`src/rtl/sisc_fetch.sv`:
```
// sisc_fetch: instruction fetch unit for the SISC core.
// Holds the PC, issues single-outstanding word reads over a req/ack
// handshake, buffers returned words in a 2-entry queue and presents the
// queue head to the control unit. Taken branches flush and redirect;
// halt stops new requests without abandoning the one in flight.
module sisc_fetch #(
  parameter int ADDR_W = 16,
  parameter int RST_PC = 0,
  parameter int INCR   = 1
) (
  input  logic              clk,
  input  logic              rst_f,
  output logic              imem_req,
  output logic [ADDR_W-1:0] imem_addr,
  input  logic              imem_ack,
  input  logic [31:0]       imem_data,
  output logic [31:0]       ir,
  output logic [ADDR_W-1:0] ir_pc,
  output logic              ir_valid,
  input  logic              ir_ready,
  input  logic              br_taken,
  input  logic [ADDR_W-1:0] br_addr,
  input  logic              halt,
  output logic              fetch_busy
);

  localparam int DATA_W = 32;

  typedef enum logic [1:0] {S_IDLE, S_WAIT, S_DRAIN} state_t;

  state_t              state_q, state_d;
  logic [ADDR_W-1:0]   fetch_pc_q, fetch_pc_d;
  logic [ADDR_W-1:0]   addr_q, addr_d;
  logic                req_q, req_d;
  logic [1:0]          cnt_q, cnt_d;
  logic                ir_valid_q, ir_valid_d;
  logic                busy_q, busy_d;
  logic [DATA_W-1:0]   q0_data_q, q0_data_d, q1_data_q, q1_data_d;
  logic [ADDR_W-1:0]   q0_pc_q, q0_pc_d, q1_pc_q, q1_pc_d;

  logic                ack;
  logic                pop;
  logic                push;
  logic                wr_hi;
  logic [ADDR_W-1:0]   nxt_pc;

  // Next-state: fetch FSM, PC, queue occupancy and queue contents.
  always_comb begin
    state_d    = state_q;
    fetch_pc_d = fetch_pc_q;
    addr_d     = addr_q;
    req_d      = req_q;
    cnt_d      = cnt_q;
    q0_data_d  = q0_data_q;
    q0_pc_d    = q0_pc_q;
    q1_data_d  = q1_data_q;
    q1_pc_d    = q1_pc_q;

    ack    = req_q & imem_ack;
    pop    = ir_valid_q & ir_ready;
    push   = (state_q == S_WAIT) & ack & ~br_taken;
    nxt_pc = addr_q + ADDR_W'(INCR);
    // Slot the pushed word lands in, after any same-cycle pop has shifted.
    wr_hi  = (cnt_q - 2'(pop)) != 2'd0;

    if (br_taken) begin
      // Redirect wins over everything: flush, retarget, and either
      // abandon the in-flight data (DRAIN) or reissue at the target.
      cnt_d      = 2'd0;
      fetch_pc_d = br_addr;
      case (state_q)
        S_IDLE: begin
          if (!halt) begin
            state_d = S_WAIT;
            req_d   = 1'b1;
            addr_d  = br_addr;
          end
        end
        S_WAIT, S_DRAIN: begin
          if (ack) begin
            if (!halt) begin
              state_d = S_WAIT;
              req_d   = 1'b1;
              addr_d  = br_addr;
            end else begin
              state_d = S_IDLE;
              req_d   = 1'b0;
            end
          end else begin
            // Request must stay stable until acked; its data is dropped.
            state_d = S_DRAIN;
          end
        end
        default: state_d = S_IDLE;
      endcase
    end else begin
      cnt_d = cnt_q + 2'(push) - 2'(pop);
      case (state_q)
        S_IDLE: begin
          if (!halt && cnt_q < 2'd2) begin
            state_d = S_WAIT;
            req_d   = 1'b1;
            addr_d  = fetch_pc_q;
          end
        end
        S_WAIT: begin
          if (ack) begin
            fetch_pc_d = nxt_pc;
            if (!halt && cnt_d < 2'd2) begin
              addr_d = nxt_pc;
            end else begin
              state_d = S_IDLE;
              req_d   = 1'b0;
            end
          end
        end
        S_DRAIN: begin
          if (ack) begin
            state_d = S_IDLE;
            req_d   = 1'b0;
          end
        end
        default: state_d = S_IDLE;
      endcase

      if (pop) begin
        q0_data_d = q1_data_q;
        q0_pc_d   = q1_pc_q;
      end
      if (push) begin
        if (wr_hi) begin
          q1_data_d = imem_data;
          q1_pc_d   = addr_q;
        end else begin
          q0_data_d = imem_data;
          q0_pc_d   = addr_q;
        end
      end
    end

    ir_valid_d = (cnt_d != 2'd0);
    busy_d     = (state_d != S_IDLE);
  end

  // State registers; reset also clears the queue so ir/ir_pc read zero.
  always_ff @(posedge clk) begin
    if (rst_f) begin
      state_q    <= S_IDLE;
      fetch_pc_q <= ADDR_W'(RST_PC);
      addr_q     <= ADDR_W'(RST_PC);
      req_q      <= 1'b0;
      cnt_q      <= 2'd0;
      ir_valid_q <= 1'b0;
      busy_q     <= 1'b0;
      q0_data_q  <= '0;
      q0_pc_q    <= '0;
      q1_data_q  <= '0;
      q1_pc_q    <= '0;
    end else begin
      state_q    <= state_d;
      fetch_pc_q <= fetch_pc_d;
      addr_q     <= addr_d;
      req_q      <= req_d;
      cnt_q      <= cnt_d;
      ir_valid_q <= ir_valid_d;
      busy_q     <= busy_d;
      q0_data_q  <= q0_data_d;
      q0_pc_q    <= q0_pc_d;
      q1_data_q  <= q1_data_d;
      q1_pc_q    <= q1_pc_d;
    end
  end

  assign imem_req   = req_q;
  assign imem_addr  = addr_q;
  assign ir         = q0_data_q;
  assign ir_pc      = q0_pc_q;
  assign ir_valid   = ir_valid_q;
  assign fetch_busy = busy_q;

endmodule

```
`config.mk`:
```
export PLATFORM = sky130hd
export DESIGN_NAME = sisc_fetch
export DESIGN_NICKNAME = d
export VERILOG_FILES = /design/src/rtl/sisc_fetch.sv
export SDC_FILE = /design/constraint.sdc
export NUM_CORES = 1
export LEC_CHECK = 0
export BUFFER_PORTS_ARGS = -buffer_cell sky130_fd_sc_hd__buf_2
export CAP_MARGIN = 10
export CORE_MARGIN = 2
export CORE_UTILIZATION = 56
export CTS_CLUSTER_DIAMETER = 120
export DETAILED_ROUTE_END_ITERATION = 6
export PLACE_DENSITY = 0.8
export SETUP_SLACK_MARGIN = 0.15
export SYNTH_ARGS = -nofsm -noshare
export SYNTH_HDL_FRONTEND = slang
export SYNTH_SLANG_ARGS = --single-unit
```
`constraint.sdc`:
```
create_clock -name clk -period 6.7 [get_ports clk]
set_input_delay 0.335 -clock clk [delete_from_list [all_inputs] [get_ports clk]]
set_output_delay 0.335 -clock clk [all_outputs]
set_load 0.005 [all_outputs]
```
### Word level (Yosys, flattened, before mapping)

Index checks and enable logic that the tools add are counted.

* flip-flop bits (word level): 135
* input bits: 54
* output and inout port bits: 67
* logic and storage cells: 86

* add/subtract/negate cells: 4
* order comparisons: 2
* eq/ne operators: 10
* multiplexer cells: 38
* bitwise operators: 5
* reduce and logical (&&, ||, !) cells: 16

Operators with widths (count)
* 16-bit two-way mux: 12
* 32-bit two-way mux: 3
* 16-bit one-hot mux with 2 select lines: 2
* 3-bit inequality test (second input constant): 6
* 16-bit by 1-bit adder with 16-bit output (second input constant): 1
* 2-bit two-way mux: 8
* 2-bit nonzero test: 5
* 1-bit two-way mux: 9
* 8-bit AND reduction: 1
* 2-bit one-hot mux with 3 select lines: 1
* 6-bit AND reduction: 1
* 1-bit bitwise AND: 4
* 2-bit less-than comparator (second input constant): 2
* 2-bit one-hot mux with 2 select lines: 1
* 4-bit nonzero test: 1
* 2-bit by 1-bit subtractor with 2-bit output: 2
* 3-bit by 1-bit inequality test with 1-bit output (second input constant): 1
* 3-bit by 2-bit inequality test with 1-bit output (second input constant): 1
* 1-bit one-hot mux with 3 select lines: 1
* 3-bit AND reduction: 1
* 3-bit nonzero test: 1
* 2-bit by 1-bit adder with 2-bit output: 1
* 2-bit by 1-bit == test with 1-bit output (second input constant): 1
* 2-bit == test (second input constant): 1
* 7 further kinds: 8

### Logic depth before layout (Yosys ltp)

* depth after elaboration: 12
* mapped depth: 14
* gate-level depth less buffers: 13

### Worst setup path after synthesis

Ideal clock, no wire load.

* kind: register -> register
* from: register state_q[1]
* to: register addr_q[2], in the netlist imem_addr[2]
* library setup time: 91 ps
* data arrival time: 2540 ps
* data required time: 6609 ps
* slack: 4069 ps
* cell stages (with the launch flop): 15
* path buffers: 1
* clock period less this slack: 2631 ps
* path through: dfxtp_1 inv_1 ha_1 a31oi_1 nor2_2 inv_1 ha_1 inv_1 ha_1 xor3_1 o21ai_2 and4_4 buf_6 nor2_1 a311oi_1

* cells in the longest elaborated chain, start to end: 9
* elaborated cells between the ends (all ways): 20
* those cells by class: add/sub (2); order compare (1); eq/ne (7); mux (3); bitwise (2); reduce/logical (5)

RTL lines
* from (decl): line 31 `state_t state_q, state_d;`
* from (signal assigned): line 160 `state_q <= state_d;`
* 2-bit by 1-bit == test with 1-bit output: line 61, 71, 98
* 1-bit bitwise AND (2 in a row): line 61 `push = (state_q == S_WAIT) & ack & ~br_taken;`
* 2-bit by 1-bit adder with 2-bit output: line 97 `cnt_d = cnt_q + 2'(push) - 2'(pop);`
* 2-bit by 1-bit subtractor with 2-bit output: line 97
* 2-bit less-than comparator: line 109 `if (!halt && cnt_d < 2'd2) begin`
* 1-bit logical AND: line 109
* 3-bit by 2-bit inequality test with 1-bit output (no line)
* 6-bit AND reduction (no line)
* to (signal assigned): line 150 `addr_q <= ADDR_W'(RST_PC);`
* to (signal assigned): line 162 `addr_q <= addr_d;`
* to (decl): line 33 `logic [ADDR_W-1:0] addr_q, addr_d;`

Several ways; a longest one is shown, not always the timed one.
A chain may end at the register's enable or synchronous reset.

### Worst setup path in the final report

* from: register state_q[1]
* to: register addr_q[13], in the netlist imem_addr[13]

The elaborated chain is that of the path after synthesis.

==> results_dict.tcl <==
set metrics [dict create \
    status "finished with violations" \
    failed_checks "design-rule violations" \
    synth_top_family_by_area "compound AO/OA/AOI/OAI gates" \
    start_kind "register" \
    area_delta_synth_final_pct 15.07 \
    htree_levels 4 \
    cts_setup_buffers 0 \
    power.share.sequential_pct 44.8 \
    fin_nets 1007 \
    syn_avg_cell_area_um2 7.443 \
    io_buffers 120 \
    placed_cells_incl_taps 1070 \
    grt_use_total_pct 27.09 \
    synth-seq-area-share_pct 41.31 \
    swShare_pct 27.24 \
    num_vias 6595 \
    synth_compound_area_share_pct 24.96 \
    end_kind "register" \
    use_met2_pct 41.93 \
    met1_usage_pct 38.08 \
    netlist_area_mm2 0.006543 \
    die_w_um 112.1 \
    cp_slowest_cell "ha_1" \
    synth_area_leaders "dfxtp_1 (41%), nand2_1 (12%), a21oi_1 (12%)" \
    cts_buffers 17 \
    synthTopCellsByCount "nand2_1 (213), a21oi_1 (156), dfxtp_1 (135)" \
    yosysMostFrequentCell "nand2_1" \
    cts_hold_buf 0 \
    ios 121 \
    fin_setup_tns_ns 0 \
    antenna_found_initial 0 \
    place_congestion 0.8573 \
    cts.clk_slew.worst_paths_ns 0.06 \
    ant_nets 0 \
    timing.final.crit_period_ns 3.724 \
    synthDistinctLibCells 52 \
    vdd_drop_max_mv 0.1760 \
    diodes 0 \
    design.die.area_mm2 0.01256 \
    cts_sinks 135 \
    synth_top_area_share_pct 41.31 \
    synth-edff-count 0 \
    nFillCells 1021 \
    synth_top_cell_by_area "dfxtp_1" \
    internal_power_mw 1.454 \
    yosysWarnings 0 \
    overflow 0 \
    worstPathCellList "inv_1 > ha_1 > a31oi_1 > buf_4 > nor2_2 > inv_1 > ha_1 > inv_1 > ha_1 > xor3_1 > o21ai_2 > nand4_1 > o21ai_0 > a21oi_1" \
    worst_slack_ns 2.976 \
    fin_crit_sh_pct 55.59 \
    vias_per_cell 6.001 \
    drive_gt1_share_pct 16.74 \
    initialDrtViolationCount 829 \
    first_pass_iters 7 \
    crit_fanout 15 \
    hold_viol_final 0 \
    cts_tree "yes" \
    grt.busiest_layer "met2" \
    start_util_pct 57.30 \
    p_clk_share_pct 42.2 \
    p_per_area_mw_per_mm2 265.4 \
    fin_skew_ns 0.009500 \
    leakagePower_nw 2.916 \
    relSlewSlack_pct 30.82 \
    wirelength_um 17520 \
    rows 39 \
    grt_max_degree 84 \
    drc 5 \
    avgRoutedWirePerCell_um 15.94 \
    cap_violations 0 \
    synth-simple-area-share_pct 23.33 \
    hp-class "in -> reg" \
    synthXorXnorAreaFrac_pct 2.104 \
    core_mm2 0.01142 \
    first_global_vias 5702 \
    synth_mux_area_share_pct 0.4590 \
    p_switching_uw 544.2 \
    die_y_um 112.1 \
    gr-usage-met3_pct 5.778 \
    dp_hpwl_um 10680 \
    synthCells 879 \
    cts-root-buf "clkbuf_16" \
    insertion_delay_ns 0.41 \
    clock_path_buffers 2 \
    syn_nets 940 \
    criticalPathCategory "reg -> reg" \
    rsz0062_at_grt "false" \
    max_clock_freq_mhz 268.5 \
    ys_ff_latch 135 \
    crit_required_ns 6.96 \
    synth_async_sr_flop_share_pct 0 \
    pwr-share-comb_pct 12.9 \
    ys.flop_type "dfxtp_1" \
    slowest_delay_ns 0.50 \
    grt_pass1_wl_um 28210 \
    dp_slack_ns 2.928 \
    setup_viol 0 \
    final_cells 1099 \
    synthAdderAreaFrac_pct 1.339 \
    drv_slew 0 \
    cts_resized 0 \
    tightest_slew_ns 1.034 \
    critPathArrivalTime_ns 3.98 \
]
## power groups by stage
stage	Clock (mW)	Combinational, mW	Sequential (mW)
finish	0.844	0.258	0.896
global route	0.890	0.285	0.901
CTS	0.850	0.256	0.894
detailed placement	0	0.254	0.911
global placement	0	0.250	0.910
floorplan	0	0.201	0.876
## metrics by stage
step	cell area (µm²)	power, mW	util [%]	hold WS, ns
2_1_floorplan	6543	1.077	-	0.4319
3_3_place_gp	7005	1.160	61.35	0.4365
3_5_place_dp	7005	1.164	61.35	0.4418
4_1_cts	7528	2.000	65.93	0.1650
5_1_grt	7528	2.076	65.93	0.1662
6_report	7528	1.998	65.93	0.1738
## flip-flops by register name, indices dropped and copies added (netlist names)
| name | count |
|---|---|
| cnt_q | 2 |
| q1_data_q | 32 |
| ir_pc | 16 |
| state_q | 2 |
| fetch_pc_q | 16 |
| imem_req | 1 |
| imem_addr | 16 |
| ir_valid | 1 |
| fetch_busy | 1 |
| q1_pc_q | 16 |
| ir | 32 |
## path summary, 6_finish.rpt
check	startpoint	endpoint	slack (ns)	depth (start not counted)
worst min register to register	q1_pc_q[4]	q1_pc_q[4]	0.45	2
worst max register to register	state_q[1]	imem_addr[13]	2.98	14
worst min-delay path	imem_data[7]	q1_data_q[7]	0.17	3
worst max-delay path	state_q[1]	imem_addr[13]	2.98	14
## placed cells by master, fill, tap and decap left out, drive strengths merged, types with 8 or more instances in the layout
cell type    n
xnor2        8
a22oi       12
o22ai       38
o21ai       34
a211oi       8
nor2        30
nor3        11
buf        128
a21oi      156
inv          9
nand2      213
clkbuf      25
nand3       42
dfxtp      135
and3        19
## kinds of logic (layout without fill, tap and decap cells)
logic type               Yosys count  in the layout
XOR/XNOR                          14             14
flip-flops                       135            135
AND/OR/NAND/NOR                  348            348
buffers and inverters             90            167
adder cells (fa/ha/maj)            7              7
AO/OA/AOI/OAI                    282            282
multiplexers                       3              3
## worst max-delay path, delay by kind of cell, from the launching register on
family                   cells  cell delay [ns]
adder cells (fa/ha/maj)      3             0.92
AND/OR/NAND/NOR              2             0.82
AO/OA/AOI/OAI                4             0.73
buffers and inverters        4             0.48
flip-flops                   1             0.32
XOR/XNOR                     1             0.28
## layout make-up
class / instances / area (µm²) / area share [%]
Clock buffer: 25 / 475.5 / 6.315
Multi-Input combinational cell: 654 / 3422 / 45.45
Sequential cell: 135 / 2704 / 35.91
Tap cell: 143 / 178.9 / 2.377
Inverter: 10 / 37.54 / 0.4986
Clock inverter: 4 / 47.55 / 0.6315
Timing Repair Buffer: 128 / 663.1 / 8.808
## metal layers
| layer | part of all wire [%] | vias to the layer above |
|---|---|---|
| li1 | - | 3199 |
| met2 | 48 | 288 |
| met1 | 43 | 3084 |
| met5 | 0 | - |
| met4 | 1.2 | 0 |
| met3 | 7.7 | 24 |
(Power assumes the default switching activity.)
